--- config.mk ---
export PLATFORM = sky130hd
export DESIGN_NAME = rf_writeback_arbiter_flat
export DESIGN_NICKNAME = d
export VERILOG_FILES = /design/src/rtl/rf_writeback_arbiter_if.sv /design/src/rtl/rf_writeback_arbiter.sv /design/src/flat_wrapper.sv
export SDC_FILE = /design/constraint.sdc
export NUM_CORES = 1
export LEC_CHECK = 0
export CORE_UTILIZATION = 41
export DETAILED_ROUTE_END_ITERATION = 6
export SLEW_MARGIN = 20
export SYNTH_ARGS = -nofsm -noshare
export SYNTH_HDL_FRONTEND = slang
export SYNTH_SLANG_ARGS = --single-unit
--- constraint.sdc ---
create_clock -name clk -period 4.02 [get_ports clk]
set_clock_uncertainty 0.05 [all_clocks]
set_input_delay 1.206 -clock clk [delete_from_list [all_inputs] [get_ports clk]]
set_output_delay 1.206 -clock clk [all_outputs]
set_load 0.03 [all_outputs]
--- src/rtl/rf_writeback_arbiter_if.sv ---
// Purpose: bundles the execute/memory-side request lines and the register-file write port for the arbiter.
// Latency: none, this is wiring only.
// Backpressure: lsu_ready (load FIFO space) and alu_stall (ALU must idle) both flow back to the master.
//
// Ports (master = pipeline side, slave = arbiter):
//   alu_we/alu_rd/alu_wd       ALU result, no backpressure except alu_stall
//   lsu_valid/lsu_ready/lsu_rd/lsu_wd  load result handshake
//   WE3/A3/WD3                 registered register-file write port
//   chk_a1/chk_a2 -> pend_a1/pend_a2   pending-write lookup for RAW stalls
//   fifo_count, alu_stall, proto_err   status
interface rf_writeback_arbiter_if #(
    parameter int DEPTH = 4
);
    logic                     alu_we;
    logic [4:0]               alu_rd;
    logic [31:0]              alu_wd;
    logic                     lsu_valid;
    logic                     lsu_ready;
    logic [4:0]               lsu_rd;
    logic [31:0]              lsu_wd;
    logic                     alu_stall;
    logic                     WE3;
    logic [4:0]               A3;
    logic [31:0]              WD3;
    logic [4:0]               chk_a1;
    logic [4:0]               chk_a2;
    logic                     pend_a1;
    logic                     pend_a2;
    logic [$clog2(DEPTH):0]   fifo_count;
    logic                     proto_err;

    modport master (
        output alu_we, alu_rd, alu_wd,
        output lsu_valid, lsu_rd, lsu_wd,
        output chk_a1, chk_a2,
        input  lsu_ready, alu_stall,
        input  WE3, A3, WD3,
        input  pend_a1, pend_a2,
        input  fifo_count, proto_err
    );

    modport slave (
        input  alu_we, alu_rd, alu_wd,
        input  lsu_valid, lsu_rd, lsu_wd,
        input  chk_a1, chk_a2,
        output lsu_ready, alu_stall,
        output WE3, A3, WD3,
        output pend_a1, pend_a2,
        output fifo_count, proto_err
    );
endinterface

--- src/rtl/rf_writeback_arbiter.sv ---
// Purpose: single writer for the register-file write port; merges ALU results and FIFO-queued load results.
// Latency: ALU -> WE3 one edge; accepted load -> WE3 no earlier than two edges after acceptance.
// Backpressure: lsu_ready low when the load FIFO is full; alu_stall asks the ALU to idle after
//               STARVE_LIMIT consecutive wins over a waiting load.
//
// Ports: clk, rst (async, active-high), bus (rf_writeback_arbiter_if.slave, see interface file).
// DEPTH must match the interface DEPTH; it must be a power of two >= 2. STARVE_LIMIT >= 1.
module rf_writeback_arbiter #(
    parameter int DEPTH        = 4,
    parameter int STARVE_LIMIT = 3
) (
    input  logic                  clk,
    input  logic                  rst,
    rf_writeback_arbiter_if.slave bus
);
    localparam int AW = $clog2(DEPTH);
    localparam int CW = AW + 1;
    localparam int SW = $clog2(STARVE_LIMIT + 1);
    localparam logic [CW-1:0] FULL_CNT   = CW'(DEPTH);
    localparam logic [SW-1:0] STARVE_MAX = SW'(STARVE_LIMIT);

    // Load FIFO storage; validity comes from r_rd_ptr/r_count, so no per-entry valid bits.
    logic [4:0]    r_fifo_rd [DEPTH];
    logic [31:0]   r_fifo_wd [DEPTH];
    logic [AW-1:0] r_wr_ptr;
    logic [AW-1:0] r_rd_ptr;
    logic [CW-1:0] r_count;
    logic [SW-1:0] r_starve;
    logic          r_we3;
    logic [4:0]    r_a3;
    logic [31:0]   r_wd3;
    logic          r_proto_err;

    logic          w_empty;
    logic          w_full;
    logic          w_lsu_ready;
    logic          w_push;
    logic          w_alu_req;
    logic          w_stall;
    logic          w_alu_win;
    logic          w_pop;
    logic [4:0]    w_head_rd;
    logic [31:0]   w_head_wd;
    logic [DEPTH-1:0] w_ent_vld;
    logic          w_pend_a1;
    logic          w_pend_a2;

    always_comb begin
        w_empty     = (r_count == '0);
        w_full      = (r_count == FULL_CNT);
        w_lsu_ready = !rst && !w_full;
        // x0 loads complete the handshake but never occupy a slot.
        w_push      = bus.lsu_valid && w_lsu_ready && (bus.lsu_rd != 5'd0);
        w_alu_req   = bus.alu_we && (bus.alu_rd != 5'd0);
        w_stall     = (r_starve == STARVE_MAX);
        // A stalled ALU request is dropped outright, so the ALU can only win while not stalled.
        w_alu_win   = w_alu_req && !w_stall;
        // Head pops whenever the ALU does not take the port (covers the forced pop during stall).
        w_pop       = !w_empty && !w_alu_win;
        w_head_rd   = r_fifo_rd[r_rd_ptr];
        w_head_wd   = r_fifo_wd[r_rd_ptr];
    end

    // An entry is live when its distance from the head is below the occupancy.
    always_comb begin
        w_ent_vld = '0;
        for (int i = 0; i < DEPTH; i++) begin
            w_ent_vld[i] = ({1'b0, AW'(i) - r_rd_ptr} < r_count);
        end
    end

    // The output register is included because the register file has no write-through.
    always_comb begin
        w_pend_a1 = r_we3 && (r_a3 == bus.chk_a1);
        w_pend_a2 = r_we3 && (r_a3 == bus.chk_a2);
        for (int i = 0; i < DEPTH; i++) begin
            if (w_ent_vld[i] && (r_fifo_rd[i] == bus.chk_a1)) w_pend_a1 = 1'b1;
            if (w_ent_vld[i] && (r_fifo_rd[i] == bus.chk_a2)) w_pend_a2 = 1'b1;
        end
        if (bus.chk_a1 == 5'd0) w_pend_a1 = 1'b0;
        if (bus.chk_a2 == 5'd0) w_pend_a2 = 1'b0;
    end

    always_ff @(posedge clk or posedge rst) begin
        if (rst) begin
            r_wr_ptr    <= '0;
            r_rd_ptr    <= '0;
            r_count     <= '0;
            r_starve    <= '0;
            r_we3       <= 1'b0;
            r_a3        <= 5'd0;
            r_wd3       <= 32'd0;
            r_proto_err <= 1'b0;
        end else begin
            if (w_push) r_wr_ptr <= r_wr_ptr + AW'(1);
            if (w_pop)  r_rd_ptr <= r_rd_ptr + AW'(1);
            r_count <= r_count + CW'(w_push) - CW'(w_pop);

            // Starvation only accumulates while a load is actually waiting.
            if (w_pop || w_empty) begin
                r_starve <= '0;
            end else if (w_alu_win && (r_starve != STARVE_MAX)) begin
                r_starve <= r_starve + SW'(1);
            end

            if (w_pop) begin
                r_we3 <= 1'b1;
                r_a3  <= w_head_rd;
                r_wd3 <= w_head_wd;
            end else if (w_alu_win) begin
                r_we3 <= 1'b1;
                r_a3  <= bus.alu_rd;
                r_wd3 <= bus.alu_wd;
            end else begin
                r_we3 <= 1'b0;
            end

            if (w_alu_req && w_stall) r_proto_err <= 1'b1;
        end
    end

    always_ff @(posedge clk) begin
        if (w_push) begin
            r_fifo_rd[r_wr_ptr] <= bus.lsu_rd;
            r_fifo_wd[r_wr_ptr] <= bus.lsu_wd;
        end
    end

    assign bus.lsu_ready  = w_lsu_ready;
    assign bus.alu_stall  = w_stall;
    assign bus.WE3        = r_we3;
    assign bus.A3         = r_a3;
    assign bus.WD3        = r_wd3;
    assign bus.pend_a1    = w_pend_a1;
    assign bus.pend_a2    = w_pend_a2;
    assign bus.fifo_count = r_count;
    assign bus.proto_err  = r_proto_err;
endmodule
--- src/flat_wrapper.sv ---
// flat-port wrapper written by rule: the top's interface ports become plain ports
module rf_writeback_arbiter_flat 
#(
    parameter int DEPTH        = 4,
    parameter int STARVE_LIMIT = 3
)
  (clk, rst, bus_alu_we, bus_alu_rd, bus_alu_wd, bus_lsu_valid, bus_lsu_rd, bus_lsu_wd, bus_chk_a1, bus_chk_a2, bus_lsu_ready, bus_alu_stall, bus_WE3, bus_A3, bus_WD3, bus_pend_a1, bus_pend_a2, bus_fifo_count, bus_proto_err);
  rf_writeback_arbiter_if #(.DEPTH(DEPTH)) bus_i ();
  input  logic clk;
  input  logic rst;
  input wire logic [$bits(bus_i.alu_we)-1:0] bus_alu_we;
  input wire logic [$bits(bus_i.alu_rd)-1:0] bus_alu_rd;
  input wire logic [$bits(bus_i.alu_wd)-1:0] bus_alu_wd;
  input wire logic [$bits(bus_i.lsu_valid)-1:0] bus_lsu_valid;
  input wire logic [$bits(bus_i.lsu_rd)-1:0] bus_lsu_rd;
  input wire logic [$bits(bus_i.lsu_wd)-1:0] bus_lsu_wd;
  input wire logic [$bits(bus_i.chk_a1)-1:0] bus_chk_a1;
  input wire logic [$bits(bus_i.chk_a2)-1:0] bus_chk_a2;
  output wire logic [$bits(bus_i.lsu_ready)-1:0] bus_lsu_ready;
  output wire logic [$bits(bus_i.alu_stall)-1:0] bus_alu_stall;
  output wire logic [$bits(bus_i.WE3)-1:0] bus_WE3;
  output wire logic [$bits(bus_i.A3)-1:0] bus_A3;
  output wire logic [$bits(bus_i.WD3)-1:0] bus_WD3;
  output wire logic [$bits(bus_i.pend_a1)-1:0] bus_pend_a1;
  output wire logic [$bits(bus_i.pend_a2)-1:0] bus_pend_a2;
  output wire logic [$bits(bus_i.fifo_count)-1:0] bus_fifo_count;
  output wire logic [$bits(bus_i.proto_err)-1:0] bus_proto_err;
  assign bus_i.alu_we = bus_alu_we;
  assign bus_i.alu_rd = bus_alu_rd;
  assign bus_i.alu_wd = bus_alu_wd;
  assign bus_i.lsu_valid = bus_lsu_valid;
  assign bus_i.lsu_rd = bus_lsu_rd;
  assign bus_i.lsu_wd = bus_lsu_wd;
  assign bus_i.chk_a1 = bus_chk_a1;
  assign bus_i.chk_a2 = bus_chk_a2;
  assign bus_lsu_ready = bus_i.lsu_ready;
  assign bus_alu_stall = bus_i.alu_stall;
  assign bus_WE3 = bus_i.WE3;
  assign bus_A3 = bus_i.A3;
  assign bus_WD3 = bus_i.WD3;
  assign bus_pend_a1 = bus_i.pend_a1;
  assign bus_pend_a2 = bus_i.pend_a2;
  assign bus_fifo_count = bus_i.fifo_count;
  assign bus_proto_err = bus_i.proto_err;
  rf_writeback_arbiter #(.DEPTH(DEPTH), .STARVE_LIMIT(STARVE_LIMIT)) u_core (.clk(clk), .rst(rst), .bus(bus_i));
endmodule
==> After elaboration in Yosys (flattened, before gate mapping) <==
Memories as Yosys holds them, arrays and structs flattened.
Cells that the tools add are included.
W data, S select, Z words.
{ "word_totals": {"register_bits": 48, "latch_bits": 0, "ram_bits": 148, "rom_bits": 0, "in_bits": 88, "output_inout_bits": 46, "wordCells": 87, "memories": 2} }
{ "op_classes": {"add_sub_neg": 9, "n_mul": 0, "div": 0, "n_lt_le_gt_ge": 4, "n_eq_ne": 13, "shift": 0, "mux": 20, "bitwise_logic": 0, "n_reduce_logical": 31} }
{ "mem_list": {"columns": ["memory", "words", "width", "read_ports", "rd_ports_with_merged_regs", "wr", "line", "source"], "rows": [
  ["u_core.r_fifo_wd", 4, 32, 1, 0, 1, "rf_writeback_arbiter.sv:24", "logic [31:0] r_fifo_wd [DEPTH];"],
  ["u_core.r_fifo_rd", 4, 5, 5, 0, 1, "rf_writeback_arbiter.sv:23", "logic [4:0] r_fifo_rd [DEPTH];"]
]} }
{ "op_table": {"columns": ["op", "n"], "rows": [
  ["$mux W32", 2],
  ["$eq A5 B5 Y1", 10],
  ["$logic_and A1 B1 Y1", 18],
  ["$mux W1", 14],
  ["$lt A2 B3 Y1", 4],
  ["$logic_not A5 Y1", 2],
  ["$mux W5", 2],
  ["$reduce_bool A5 Y1", 2],
  ["$add A2 B1 Y2 const B", 3],
  ["$logic_not A1 Y1", 5],
  ["$mux W2", 2],
  ["$reduce_bool A2 Y1", 2],
  ["$sub A1 B2 Y2 const A", 2],
  ["$sub A2 B2 Y2 const A", 2],
  ["$add A3 B1 Y3", 1],
  ["$eq A3 B3 Y1 const B", 1],
  ["$logic_not A3 Y1", 1],
  ["$sub A3 B1 Y3", 1],
  ["$eq A2 B2 Y1 const B", 1],
  ["$ne A2 B2 Y1 const B", 1],
  ["$logic_or A1 B1 Y1", 1]
]} }

==> Logic depth before layout (Yosys ltp) <==
{ "depth": {"depth_word": 8, "ltp_mapped": 10, "depth_no_buf": 9} }

==> Worst setup path before layout <==
No wires, ideal clock.
{ "synth_timing": {"path_kind": "input -> output", "start": "input bus_chk_a1[0]", "end": "output bus_pend_a1", "arrival_ps": 2678, "required_ps": 2764, "setup_slack_ps": 86, "path_stages": 5, "n_path_buf": 1, "path_cell_list": "clkbuf_1 -> xnor2_1 -> nand3_1 -> or4_1 -> a21oi_1"} }
{ "synth_between": {"elab_chain_len": 7} }
{ "synth_rtl": {"columns": ["element", "line", "source"], "rows": [
  ["start, declared", "flat_wrapper.sv:17", "input wire logic [$bits(bus_i.chk_a1)-1:0] bus_chk_a1;"],
  ["$eq A5 B5 Y1, on equally long branches", "rf_writeback_arbiter.sv:74, rf_writeback_arbiter.sv:77", null],
  ["$logic_and A1 B1 Y1, on equally long branches", "rf_writeback_arbiter.sv:74, rf_writeback_arbiter.sv:77", null],
  ["$mux W1 (4 in a row)", "rf_writeback_arbiter.sv:77", "if (w_ent_vld[i] && (r_fifo_rd[i] == bus.chk_a1)) w_pend_a1 = 1'b1;"],
  ["$mux W1 (*)", "rf_writeback_arbiter.sv:80", "if (bus.chk_a1 == 5'd0) w_pend_a1 = 1'b0;"],
  ["end, declared", "flat_wrapper.sv:24", "output wire logic [$bits(bus_i.pend_a1)-1:0] bus_pend_a1;"]
]} }
Every way passes the cells marked *; elsewhere a longest branch is shown, timed or not.

==> Worst setup path after layout <==
{ "layout_timing": {"start": "input bus_chk_a2[2]", "end": "output bus_pend_a2"} }
{ "layout_between": {"elab_chain_len": 7} }
{ "layout_rtl": {"columns": ["element", "line", "source"], "rows": [
  ["start, declared", "flat_wrapper.sv:18", "input wire logic [$bits(bus_i.chk_a2)-1:0] bus_chk_a2;"],
  ["$eq A5 B5 Y1, on equally long branches", "rf_writeback_arbiter.sv:75, rf_writeback_arbiter.sv:78", null],
  ["$logic_and A1 B1 Y1, on equally long branches", "rf_writeback_arbiter.sv:75, rf_writeback_arbiter.sv:78", null],
  ["$mux W1 (4 in a row)", "rf_writeback_arbiter.sv:78", "if (w_ent_vld[i] && (r_fifo_rd[i] == bus.chk_a2)) w_pend_a2 = 1'b1;"],
  ["$mux W1 (*)", "rf_writeback_arbiter.sv:81", "if (bus.chk_a2 == 5'd0) w_pend_a2 = 1'b0;"],
  ["end, declared", "flat_wrapper.sv:25", "output wire logic [$bits(bus_i.pend_a2)-1:0] bus_pend_a2;"]
]} }
Marks and branches as above.

==> reports/qor.yml <==
layout:
  diodes: 0
  multi_input_comb_area_sq_um: 2670
  fin_nets: 755
  finish.utilization_pct: 53.4
  post_route_cells_drive_above_1_share_pct: 19.6
  area.growth.synth_to_final_pct: 27.5
  register_area_sq_um: 5650
  fill_cell_total_of_the_finished_layout: 1659
setup_path:
  crit_required_ns: 2.76
  path_common_cell: "sky130_fd_sc_hd__buf_4"
  crit_path_max_incr_delay_ns: 0.40
  critical_path.max_fanout: 6
  cpMaxStageDelayCell: "sky130_fd_sc_hd__clkdlybuf4s50_1"
  r2r.worst_path.cells: 5
  timing.setup.critical_path_class: "in -> out"
  cp_startpoint_kind: "primary input"
  critical_path_buf_inv_count: 3
  number_of_cells_on_the_critical_path: 7
  cp-end-kind: "primary output"
  timing.critical_path.cells: "clkdlybuf4s50_1 > buf_4 > xnor2_1 > and3_1 > nor4_2 > a21oi_1 > buf_4"
  cp_top_family: "buffers and inverters"
  cp.arrival_ns: 2.71
clocking:
  cts_root_buf: "sky130_fd_sc_hd__clkbuf_16"
  cts.reportedPaths.clkPinSlew_ns: 0.07
  htreeDepth: 4
  ctsLongestPathBuffers: 2
  clkSinkCount: 196
  cts_hold_buf: 0
  insertion_delay_ns: 0.43
  tritoncts_clock_tree: "done"
  post_cts_setup_driven_buffer_insertion_count: 0
  tritoncts_buffers: 17
detailed_routing:
  totalWireLength_um: 18400
  initialDrtViolationCount: 212
  post_detailed_route_drc_marker_count: 0
  viasPerCell: 5.09
  routed_wire_length_per_instance_um: 19.6
  first_pass_iters: 4
  antenna_left: 0
  vias: 4778
logic_synthesis:
  synthesis.nets: 611
  number_of_distinct_library_cell_variants_in_the_gate_level_netlist_after_synthesis: 40
  synthesis.area_sq_um: 8470
  yosys_warnings: 0
  syn-mean-instance-area_sq_um: 16.6
  synth_cells: 511
  ys_seq_area_share_pct: 66.6
  async_reset_ff_share_pct: 24.5
  synth_edf_count: 148
  ys_top_cells_by_area: "sky130_fd_sc_hd__edfxtp_1 (52%), sky130_fd_sc_hd__dfrtp_1 (14%), sky130_fd_sc_hd__mux4_2 (9.8%)"
  synthDominantAreaCellType: "sky130_fd_sc_hd__edfxtp_1"
  synth.ff_latch_count: 196
  synth_flop_cell: "sky130_fd_sc_hd__edfxtp_1"
  synth_largest_type_area_fraction_pct: 52.4
placement:
  dpl.hpwl_um: 12300
  gpl.final_weighted_congestion: 0.819
  io_buffer_count: 133
die:
  die_h_um: 146
  row_count: 52
  die_area_sq_um: 21200
  num_io_pins: 134
  die_x_um: 146
  fp.coreArea_sq_um: 20200
  initial_utilization_pct: 41.9
grt:
  via_count_of_the_first_global_routing_pass: 5235
  antenna_violations_before_repair: 0
  grt_remaining_overflow: 0
  gr-usage-all-layers_pct: 18.4
  wire_length_of_the_first_global_routing_pass_um: 29000
  grt_start_max_net_pins: 65
timing:
  finalSetupViolCount: 0
  final_hold_viol_count: 0
  hold_slack_ns: 0.402
  worstMarginPinSlew_ns: 0.836
  final_min_period_over_clock_period_pct: 98.8
  max-slew-margin-rel_pct: 44.2
  slew_violations: 0
  post-route-min-period_ns: 3.97
  fmax_mhz: 252
pwr:
  power.switching_fraction_pct: 34.5
  power_density_nw_per_um2: 655
  ir_worst_vdd_mv: 0.362
  power.share.clock_pct: 23.6
  pwr-share-comb_pct: 37.1
  p_leak_uw: 0.00380
  internal_power_uw: 4640
  power.switching_uw: 2450
  power_frac_seq_pct: 39.3
job:
  max_cap_violations: 0
worst_hold_path:
  holdCritPathClass: "reg -> reg"
  min_delay_path_depth: 1
status:
  outcome: "finished, final reports clean"
-- state kept, by name, indices dropped and copies added (netlist names) --
signal / cells
u_core.bus.A3: 5
u_core.bus.WD3: 32
u_core.bus.WE3: 1
u_core.bus.fifo_count: 3
u_core.bus.proto_err: 1
u_core.r_fifo_rd: 20
u_core.r_fifo_wd: 128
u_core.r_rd_ptr: 2
u_core.r_starve: 2
u_core.r_wr_ptr: 2
-- power by group through the flow --
stage / combinational, uW / sequential [uW] / clock [uW]
floorplan: 1420 / 3120 / 0
global placement: 2630 / 2810 / 0
detailed placement: 2660 / 2830 / 0
CTS: 2690 / 2790 / 1710
global route: 2850 / 2820 / 1780
finish: 2630 / 2780 / 1670
-- worst paths after layout --
kind	startpoint	to	slack, ns
max	bus_chk_a2[2]	bus_pend_a2	0.05
min reg2reg	u_core.r_starve[0]	u_core.r_starve[0]	0.40
min	u_core.r_starve[0]	u_core.r_starve[0]	0.40
max in group asynchronous	rst	u_core.r_wr_ptr[0]	1.86
min in group asynchronous	rst	u_core.bus.WD3[29]	1.31
max reg2reg	u_core.bus.fifo_count[1]	u_core.r_fifo_wd[0][14]	1.47
-- cells in the mapped netlist (2+ instances only) --
master,number
sky130_fd_sc_hd__mux2i_1,37
sky130_fd_sc_hd__dfrtp_1,48
sky130_fd_sc_hd__o21a_1,2
sky130_fd_sc_hd__edfxtp_1,148
sky130_fd_sc_hd__o21ai_2,19
sky130_fd_sc_hd__a21oi_1,9
sky130_fd_sc_hd__buf_1,2
sky130_fd_sc_hd__xor2_1,27
sky130_fd_sc_hd__buf_6,7
sky130_fd_sc_hd__buf_2,8
sky130_fd_sc_hd__o21ai_1,6
sky130_fd_sc_hd__and3_1,2
sky130_fd_sc_hd__and2_1,4
sky130_fd_sc_hd__mux4_2,37
sky130_fd_sc_hd__nand2_1,34
sky130_fd_sc_hd__nand3_1,8
sky130_fd_sc_hd__nor4_1,10
sky130_fd_sc_hd__inv_1,11
sky130_fd_sc_hd__or4_1,6
sky130_fd_sc_hd__o21ai_0,9
sky130_fd_sc_hd__xnor2_1,29
sky130_fd_sc_hd__nor2_1,8
sky130_fd_sc_hd__ha_1,11
sky130_fd_sc_hd__clkbuf_1,13
-- worst reg2reg max path, cell delays in order, from the launching register on --
cell,delay (ns)
sky130_fd_sc_hd__dfrtp_1,0.45
sky130_fd_sc_hd__inv_1,0.18
sky130_fd_sc_hd__a31oi_1,0.53
sky130_fd_sc_hd__o211a_1,0.42
sky130_fd_sc_hd__and2_2,0.33
sky130_fd_sc_hd__buf_12,0.27
-- stage by stage --
| stage | cells | total power (uW) | setup TNS (ns) | worst slack, ns | area [sq um] |
|---|---|---|---|---|---|
| after floorplan | 511 | 4540 | 0 | 0.0860 | 8470 |
| after global placement | 906 | 5430 | -0.243 | -0.144 | 10200 |
| after detailed placement | 906 | 5490 | -0.343 | -0.178 | 10200 |
| after CTS | 938 | 7180 | -0.0707 | -0.0707 | 10800 |
| after global routing | 938 | 7450 | -0.0128 | -0.0128 | 10800 |
| final | 938 | 7080 | 0 | 0.0490 | 10800 |
-- what timing repair did --
action,in CTS,in global routing
pin swaps,2,5
resized for setup,10,7
setup endpoints to repair,2,2
-- placed cells by master (no fill, tap or decap), types with 19 or more instances in the layout --
cell,n
sky130_fd_sc_hd__mux4_2,37
sky130_fd_sc_hd__o21ai_2,19
sky130_fd_sc_hd__xor2_1,27
sky130_fd_sc_hd__clkdlybuf4s50_1,121
sky130_fd_sc_hd__buf_4,24
sky130_fd_sc_hd__edfxtp_1,148
sky130_fd_sc_hd__mux2i_1,37
sky130_fd_sc_hd__dfrtp_1,46
sky130_fd_sc_hd__nand2_1,34
sky130_fd_sc_hd__xnor2_1,29
-- metal layers --
| metal | share of wire (%) | global-route usage [%] | wire length, um | vias to the layer above |
|---|---|---|---|---|
| met2 | 51 | 31.8 | 9310 | 117 |
| met4 | 1.7 | 6.42 | 310 | 0 |
| met5 | 0 | 0 | 0 | - |
| met1 | 43 | 22.9 | 7940 | 2416 |
| met3 | 4.3 | 4.11 | 793 | 25 |
| li1 | - | - | - | 2220 |
-- cell families (layout without fill, tap and decap cells) --
group / Yosys count / count (layout) / share of synthesized area, %
AND/OR/NAND/NOR: 81 / 81 / 4.86
buffers and inverters: 42 / 199 / 2.64
AO/OA/AOI/OAI: 50 / 50 / 4.03
adder cells (fa/ha/maj): 12 / 12 / 1.86
XOR/XNOR: 56 / 56 / 5.79
flip-flops: 196 / 196 / 66.6
multiplexers: 74 / 74 / 14.2
-- layout make-up --
| class | count | area share, % |
|---|---|---|
| Clock buffer | 17 | 3.94 |
| Inverter | 11 | 0.382 |
| Sequential cell | 196 | 52.3 |
| Timing Repair Buffer | 156 | 14.0 |
| Multi-Input combinational cell | 273 | 24.7 |
| Clock inverter | 15 | 1.57 |
| Tap cell | 270 | 3.13 |
Note: power is estimated with default switching activity, not from simulation.
